**config.mk**
```make
export PLATFORM = sky130hd
export DESIGN_NAME = led_frame_scheduler
export DESIGN_NICKNAME = d
export VERILOG_FILES = /design/src/rtl/led_frame_scheduler.sv
export SDC_FILE = /design/constraint.sdc
export NUM_CORES = 1
export LEC_CHECK = 0
export ABC_AREA = 1
export CORE_UTILIZATION = 50
export DETAILED_ROUTE_END_ITERATION = 7
export PLACE_DENSITY = 0.7
export SLEW_MARGIN = 10
export SYNTH_ARGS = -nofsm -noshare
export SYNTH_HDL_FRONTEND = slang
export SYNTH_SLANG_ARGS = --single-unit
```
**constraint.sdc**
```tcl
create_clock -name balanced_clk -period 3.12 [get_ports balanced_clk]
set_clock_uncertainty 0.2 [all_clocks]
set_input_delay 0.468 -clock balanced_clk [delete_from_list [all_inputs] [get_ports balanced_clk]]
set_output_delay 0.468 -clock balanced_clk [all_outputs]
set_load 0.03 [all_outputs]
```
**src/rtl/led_frame_scheduler.sv**
```systemverilog
// led_frame_scheduler
// Buffers 12-bit RGB pixel words in a small FIFO and, on frame_start,
// serialises one 64-cycle slot per pixel (16-bit header, three
// zero-separated 12-bit colour fields, 9 trailing zeros), followed by a
// low latch gap and a one-cycle frame_done pulse. Drives the rec_data
// input of the first digital_control unit in the LED chain.

module led_frame_scheduler #(
  parameter int unsigned NUM_PIX    = 8,
  parameter int unsigned FIFO_DEPTH = 4,
  parameter int unsigned GAP_CYCLES = 128,
  parameter logic [15:0] HEADER     = 16'h7FFF
) (
  input  logic        balanced_clk,
  input  logic        rst_n,
  input  logic        pix_valid,
  output logic        pix_ready,
  input  logic [11:0] pix_r,
  input  logic [11:0] pix_g,
  input  logic [11:0] pix_b,
  input  logic        frame_start,
  output logic        ser_out,
  output logic        busy,
  output logic        frame_done,
  output logic        underrun
);

  localparam int unsigned PTR_W  = (FIFO_DEPTH > 1) ? $clog2(FIFO_DEPTH) : 1;
  localparam int unsigned CNT_W  = PTR_W + 1;
  localparam int unsigned GAP_W  = (GAP_CYCLES > 1) ? $clog2(GAP_CYCLES) : 1;
  localparam int unsigned WORD_W = 55;
  localparam int unsigned PIX_W  = 36;

  localparam logic [5:0]       LAST_DATA_BIT = 6'd54;
  localparam logic [5:0]       LAST_SLOT_BIT = 6'd63;
  localparam logic [7:0]       LAST_PIX      = 8'(NUM_PIX - 1);
  localparam logic [GAP_W-1:0] LAST_GAP      = GAP_W'(GAP_CYCLES - 1);
  localparam logic [CNT_W-1:0] FULL_CNT      = CNT_W'(FIFO_DEPTH);

  typedef enum logic [1:0] {
    IDLE,
    WAIT_PIX,
    SEND,
    GAP
  } state_t;

  // ---------------------------------------------------------------------
  // Pixel FIFO
  // ---------------------------------------------------------------------
  logic [PIX_W-1:0] fifo_mem [FIFO_DEPTH];
  logic [PTR_W-1:0] wr_ptr;
  logic [PTR_W-1:0] rd_ptr;
  logic [CNT_W-1:0] fifo_cnt;
  logic             fifo_empty;
  logic             fifo_full;
  logic             push;
  logic             pop;
  logic [PIX_W-1:0] head_pix;

  // ---------------------------------------------------------------------
  // Sequencer state
  // ---------------------------------------------------------------------
  state_t            state;
  logic [WORD_W-1:0] shifter;
  logic [WORD_W-1:0] slot_word;
  logic [5:0]        bit_cnt;
  logic [7:0]        pix_cnt;
  logic [GAP_W-1:0]  gap_cnt;
  logic              slot_end;
  logic              last_pix;

  assign fifo_empty = (fifo_cnt == '0);
  assign fifo_full  = (fifo_cnt == FULL_CNT);
  // Ready is forced low while reset is asserted so no word slips in.
  assign pix_ready  = rst_n && !fifo_full;
  assign push       = pix_valid && pix_ready;
  assign head_pix   = fifo_mem[rd_ptr];

  // Slot word is built straight from the FIFO head so a pop and the
  // shifter load happen on the same edge.
  assign slot_word = {HEADER, 1'b0, head_pix[35:24],
                      1'b0, head_pix[23:12],
                      1'b0, head_pix[11:0]};

  assign slot_end = (bit_cnt == LAST_SLOT_BIT);
  assign last_pix = (pix_cnt == LAST_PIX);

  // Pop decision: every state that loads the shifter takes the FIFO head.
  always_comb begin
    // NOTE: every signal assigned here gets a default first, so no path
    // leaves it unassigned and no latch is inferred.
    pop = 1'b0;
    case (state)
      IDLE:     pop = frame_start && !fifo_empty;
      WAIT_PIX: pop = !fifo_empty;
      SEND:     pop = slot_end && !last_pix && !fifo_empty;
      default:  pop = 1'b0;
    endcase
  end

  // FIFO pointers and occupancy; a simultaneous push and pop leave the
  // count unchanged.
  always_ff @(posedge balanced_clk) begin
    // NOTE: sequential state uses non-blocking assignments so every
    // register samples the pre-edge values of the others.
    if (!rst_n) begin
      wr_ptr   <= '0;
      rd_ptr   <= '0;
      fifo_cnt <= '0;
    end else begin
      if (push) wr_ptr <= wr_ptr + PTR_W'(1);
      if (pop)  rd_ptr <= rd_ptr + PTR_W'(1);
      case ({push, pop})
        2'b10:   fifo_cnt <= fifo_cnt + CNT_W'(1);
        2'b01:   fifo_cnt <= fifo_cnt - CNT_W'(1);
        default: fifo_cnt <= fifo_cnt;
      endcase
    end
  end

  // FIFO storage write port.
  always_ff @(posedge balanced_clk) begin
    // NOTE: the storage array has no reset; emptiness is tracked by the
    // pointers and count, so stale contents are never read out.
    if (push) fifo_mem[wr_ptr] <= {pix_r, pix_g, pix_b};
  end

  // Frame sequencer: slot serialisation, pixel/gap counting and all
  // registered outputs.
  always_ff @(posedge balanced_clk) begin
    if (!rst_n) begin
      state      <= IDLE;
      shifter    <= '0;
      bit_cnt    <= '0;
      pix_cnt    <= '0;
      gap_cnt    <= '0;
      ser_out    <= 1'b0;
      busy       <= 1'b0;
      frame_done <= 1'b0;
      underrun   <= 1'b0;
    end else begin
      busy       <= (state != IDLE);
      frame_done <= 1'b0;
      ser_out    <= 1'b0;

      case (state)
        IDLE: begin
          if (frame_start) begin
            pix_cnt <= '0;
            bit_cnt <= '0;
            if (!fifo_empty) begin
              shifter <= slot_word;
              state   <= SEND;
            end else begin
              state   <= WAIT_PIX;
            end
          end
        end

        WAIT_PIX: begin
          if (!fifo_empty) begin
            shifter <= slot_word;
            bit_cnt <= '0;
            state   <= SEND;
          end
        end

        SEND: begin
          ser_out <= (bit_cnt <= LAST_DATA_BIT) ? shifter[WORD_W-1] : 1'b0;
          shifter <= shifter << 1;
          bit_cnt <= bit_cnt + 6'd1;
          if (slot_end) begin
            if (last_pix) begin
              gap_cnt <= '0;
              state   <= GAP;
            end else begin
              pix_cnt <= pix_cnt + 8'd1;
              if (!fifo_empty) begin
                // Back-to-back slot: reload overrides the shift, bit_cnt
                // wraps 63 -> 0 on its own.
                shifter <= slot_word;
              end else begin
                underrun <= 1'b1;
                state    <= WAIT_PIX;
              end
            end
          end
        end

        GAP: begin
          gap_cnt <= gap_cnt + GAP_W'(1);
          if (gap_cnt == LAST_GAP) begin
            frame_done <= 1'b1;
            state      <= IDLE;
          end
        end

        default: state <= IDLE;
      endcase
    end
  end

endmodule

```
* Yosys cells after proc, flatten, opt, wreduce, memory -nomap -nowiden *
Memories as Yosys holds them, arrays and structs flattened. A register that Yosys moved wholly into a read port is not among the register bits.
Cells that the tools add are included.

operators by class
  $add $sub $neg = 7
  magnitude comparators = 1
  eq/ne operators = 16
  muxes and demuxes = 31
  bitwise gates (word level) = 1
  reductions and logical operators = 23

operators with widths
  kind                                           count
  two-way mux 55 bit                             5
  case mux 55 bit (3 select lines)               1
  two-way mux 8 bit                              3
  two-way mux 2 bit                              9
  case mux 6 bit (3 select lines)                1
  case mux 8 bit (2 select lines)                1
  two-way mux 7 bit                              2
  case mux 7 bit (2 select lines)                1
  two-way mux 6 bit                              2
  != test 2 bit, second input constant           6
  AND reduction 3 bit                            3
  adder 8 x 1 -> 8 bit, second input constant    1
  == test 8 x 3 -> 1 bit, second input constant  1
  case mux 2 bit (4 select lines)                1
  AND reduction 4 bit                            2
  nonzero test 2 bit                             4
  adder 7 x 1 -> 7 bit, second input constant    1
  == test 7 bit, second input constant           1
  adder 6 x 1 -> 6 bit, second input constant    1
  == test 2 bit, second input constant           3
  == test 6 bit, second input constant           1
  <= comparator 6 bit, second input constant     1
  case mux 3 bit (2 select lines)                1
  logical AND 1 bit                              5
  15 further kinds                               22

storage, ports and cells
  bits in registers = 89
  memory bits (writable) = 144
  bits of input ports = 40
  output and inout port bits = 5
  word-level logic and storage cells = 92
  memories = 1

memory list
  memory    depth  width  read ports  clocked after Yosys merged registers in  wr ports  RTL line  text
  fifo_mem  4      36     1           1                                        1         50        logic [PIX_W-1:0] fifo_mem [FIFO_DEPTH];

* Depth between registers and ports, before layout *
  word-level depth = 7
  gate-level depth with buffers = 17

* Least setup slack after synthesis *
OpenSTA, ideal clock, no wires.

  kind = input -> register
  from = input port rst_n
  to = memory fifo_mem[0][0], enable pin
  setup time = 0.429 ns
  arrival = 3.023 ns
  path slack = -0.532 ns
  stages = 4
  path through = clkinv_1 -> a21oi_1 -> nand2_1 -> nor2_1

between the ends
  word-level cells in the longest chain between the ends = 4

ends and longest elaborated chain
  item                                     RTL line  text
  start: declaration                       15        input logic rst_n,
  logical AND 1 bit                        75        assign pix_ready = rst_n && !fifo_full;
  named net pix_ready                      17        output logic pix_ready,
  logical AND 1 bit                        76        assign push = pix_valid && pix_ready;
  two-way mux 1 bit                        125       if (push) fifo_mem[wr_ptr] <= {pix_r, pix_g, pix_b};
  two-way mux 1 bit (implied by the code)  125
  end: declaration                         50

The timed path passes the listed nets, and every way through them passes these cells.

* Final worst setup path *
  from = register bit_cnt[1]
  to = register fifo_cnt[2]

between the ends
  word-level cells in the longest chain between the ends = 6
  elaborated cells on any way between the ends = 8

ends and longest elaborated chain
  item                                                                   RTL line  text
  start: declaration                                                     66        logic [5:0] bit_cnt;
  start signal: assignment                                               171       bit_cnt <= bit_cnt + 6'd1;
  == test 6 bit *                                                        85        assign slot_end = (bit_cnt == LAST_SLOT_BIT);
  logical AND 1 bit * (2 in a row)                                       96        SEND: pop = slot_end && !last_pix && !fifo_empty;
  case mux 1 bit (3 select lines) *                                      93        case (state)
  named net pop                                                          57        logic pop;
  == test 2 x 1 -> 1 bit or == test 2 bit (tied branches)                113       case ({push, pop})
  case mux 3 bit (2 select lines) or nonzero test 2 bit (tied branches)  --
  end signal: assignment                                                 114       2'b10: fifo_cnt <= fifo_cnt + CNT_W'(1);
  end signal: assignment                                                 115       2'b01: fifo_cnt <= fifo_cnt - CNT_W'(1);
  end signal: assignment                                                 116       default: fifo_cnt <= fifo_cnt;
  end: declaration                                                       53        logic [CNT_W-1:0] fifo_cnt;

The timed path passes the listed nets; every way through them passes the cells marked *.
A chain may end at the register's enable or synchronous reset.

==> results.cfg <==
[critical_path]
path_class = reg2reg
worst_path_largest_cell_delay_ns = 0.39
crit_fanout = 5
critPathSlowestCell = dfxtp_1
path_cells = ha_1 -> nand2_1 -> nor2_2 -> nand2_2 -> nand2_4 -> nand2_1 -> inv_1 -> nand2_1 -> inv_1 -> ha_1 -> inv_1 -> fa_1 -> a21oi_1 -> o21ai_0 -> o21ai_0 -> a21oi_1
critPathCaptureType = flop
cp_data_arrival_time_ns = 2.80
start_kind = flop
critPathTopFamily = adder cells
required_ns = 3.32
cp_num_buf_inv = 3

[global_routing]
grt_pass1_vias = 7196
antenna_found_initial = 0
grt_max_degree = 73
grt_use_total_pct = 20.4
grt_pass1_wl_mm = 35.6
grt.overflow.total = 0

[floorplan]
ios = 45
die_y_microns = 147
fp.dieW_microns = 147
start_util_pct = 51.5
core-area_sq_um = 20500
rows = 52
design.die.area_sq_um = 21700

[power]
irDropWorstVdd_mv = 0.492
p_seq_share_pct = 37.3
p_leak_nw = 5.39
comb_power_share_pct = 33.5
post-layout-total-power_w = 0.0105
p_sw_w = 0.00372
power.share.clock_pct = 29.3
swShare_pct = 35.3
p_int_w = 0.00680
pwr_density_cell_nw_per_um2 = 869

[yosys]
synthCells = 1237
synth_area_per_cell_sq_um = 8.53
yosysSeqAreaShare_pct = 58.2
synthTopCellsByArea = edfxtp_1 41%, dfxtp_1 17%, nand2_1 11%, inv_1 8.0%, nand3_1 5.8%
synth_cell_types = 33
yosys_register_bits = 235
ys_warn_count = 0
synth_nets = 1287
yosysTopAreaCellShare_pct = 41.0
syn_area_sq_um = 10600
yosysTopAreaCell = edfxtp_1

[final_layout]
layout.cells.non_filler = 1563
drive_gt1_share_pct = 6.26
final_area_sq_um = 12100
diodes = 0
fin_nets = 1323
area_delta_synth_final_pct = 14.7
final_util_pct = 59.1

[clock_network]
clkSlewWorstSetupHoldPaths_ns = 0.06
cts_buffers = 26
post_cts_resized = 0
htreeDepth = 1
clock-root-buffer = clkbuf_16
clock_sinks = 235
clock_latency_ns = 0.52
cts_tree = built
cts_setup_buffers = 0
hold_buffers = 0
cts.path.max_buffers = 3

[detailed_routing]
drc_errors = 0
ant_nets = 0
dr_total_vias = 7677
wl_per_cell_microns = 13.6
vias_per_cell = 4.91
drt_iter0_drc = 595
dr.pass1.iters = 7
drt_wl_total_mm = 21.2

[sta]
rsz0062_at_grt = no
fmax_ghz = 0.385
maxSlewHeadroom_pct = 44.0
hold_viol = 0
fin_crit_sh_pct = 83.3
worst_slew_pin_slew_ns = 0.839
slew_viol_final = 0
finalSetupViolations = 0
period_needed_ns = 2.60
totalNegativeSetupSlack_ns = 0

[flow_run]
max_cap_violations = 0

[placed_design]
placedCellCount = 1515
place_hpwl_mm = 11.9
port_buffers = 44
gp_congestion = 0.807
place_area_sq_um = 11200

[outcome]
status = completed

[hold_path]
hp-class = reg2reg
## sequential cells by signal (all words and copies together), names as in the netlist, 2 cells and up, named ones only
name	cells
shifter	55
fifo_cnt	3
pix_cnt	8
wr_ptr	2
state	2
gap_cnt	7
fifo_mem	144
bit_cnt	6
rd_ptr	2
## final cells by class
class	count	area (sq um)
fill	1748	8380
sequential	235	6150
multi-input combinational	715	3280
inverter	230	863
clock buffer	39	761
timing repair buffer	65	608
tap	270	338
clock inverter	9	116
## worst register-to-register path, stage by stage (launching register included)
cell,delay [ns]
dfxtp_1,0.39
ha_1,0.18
nand2_1,0.09
nor2_2,0.13
nand2_2,0.11
nand2_4,0.07
nand2_1,0.06
inv_1,0.07
nand2_1,0.09
inv_1,0.07
ha_1,0.13
inv_1,0.06
fa_1,0.38
a21oi_1,0.14
o21ai_0,0.11
o21ai_0,0.15
a21oi_1,0.05
## cell families (layout without fill, tap and decap cells)
| family | count (synthesis) | count (layout) | synth area share [%] |
|---|---|---|---|
| and+or+nand+nor | 613 | 613 | 24.8 |
| buffers and inverters | 287 | 343 | 11.0 |
| DFF | 235 | 235 | 58.2 |
| AOI/OAI and AO/OA | 89 | 89 | 4.42 |
| adders and majority gates | 10 | 10 | 1.26 |
| xor gates and xnor gates | 3 | 3 | 0.249 |
## power groups by stage
| stage | Clock [W] | Sequential [W] | Combinational, W |
|---|---|---|---|
| after floorplan | 0 | 0.00396 | 0.00282 |
| after global placement | 0 | 0.00397 | 0.00344 |
| after detailed placement | 0 | 0.00398 | 0.00351 |
| after CTS | 0.00313 | 0.00392 | 0.00354 |
| after global routing | 0.00327 | 0.00396 | 0.00403 |
| final | 0.00308 | 0.00392 | 0.00352 |
## Yosys cell counts (all sizes together)
master / instances
dfxtp: 91
o21bai: 2
xor2: 3
nand3: 125
nand3b: 2
nor2: 117
clkbuf: 28
fa: 1
inv: 228
a21o: 1
clkinv: 2
a21boi: 1
nor3: 4
o21ai: 34
a21oi: 51
or2: 2
buf: 29
nand4: 37
edfxtp: 144
nand2: 326
ha: 9
## metrics by stage
| stage | setup slack (ns) | hold slack, ns |
|---|---|---|
| finish | 0.522 | 0.240 |
| global route | 0.211 | 0.266 |
| CTS | 0.528 | 0.244 |
| detailed placement | 0.299 | 0.233 |
| global placement | 0.296 | 0.227 |
| floorplan | -0.532 | 0.220 |
## layout by cell type, fill, tap and decap left out, types with 3 or more instances in the layout
| master | instances |
|---|---|
| xor2_1 | 3 |
| o21ai_0 | 34 |
| nor2_1 | 109 |
| nor2_2 | 3 |
| nand2_2 | 3 |
| nand2_1 | 321 |
| inv_1 | 224 |
| clkinv_2 | 3 |
| clkbuf_1 | 8 |
| clkbuf_16 | 27 |
| a21oi_1 | 50 |
| buf_4 | 21 |
| dfxtp_1 | 90 |
| clkdlybuf4s50_1 | 43 |
| nand3_1 | 123 |
| clkbuf_8 | 4 |
| nand4_1 | 37 |
| clkinv_1 | 5 |
| inv_2 | 4 |
| bufinv_16 | 3 |
| edfxtp_1 | 144 |
| nor2_4 | 5 |
| ha_1 | 9 |
| nor3_1 | 4 |
## layer usage
layer,routed length [microns],track usage [%]
met1,9650,27.4
met2,9940,34.3
met3,1230,3.60
met4,390,4.95
met5,0,0
## path summary, 6_finish.rpt
path / start / to / slack (ns) / depth (start not counted)
worst max register to register: bit_cnt[1] / fifo_cnt[2] / 0.52 / 16
worst min-delay path: shifter[49] / shifter[50] / 0.24 / 2
worst max-delay path: bit_cnt[1] / fifo_cnt[2] / 0.52 / 16
worst min register to register: shifter[49] / shifter[50] / 0.24 / 2
Note: power is estimated with default switching activity, not from simulation.
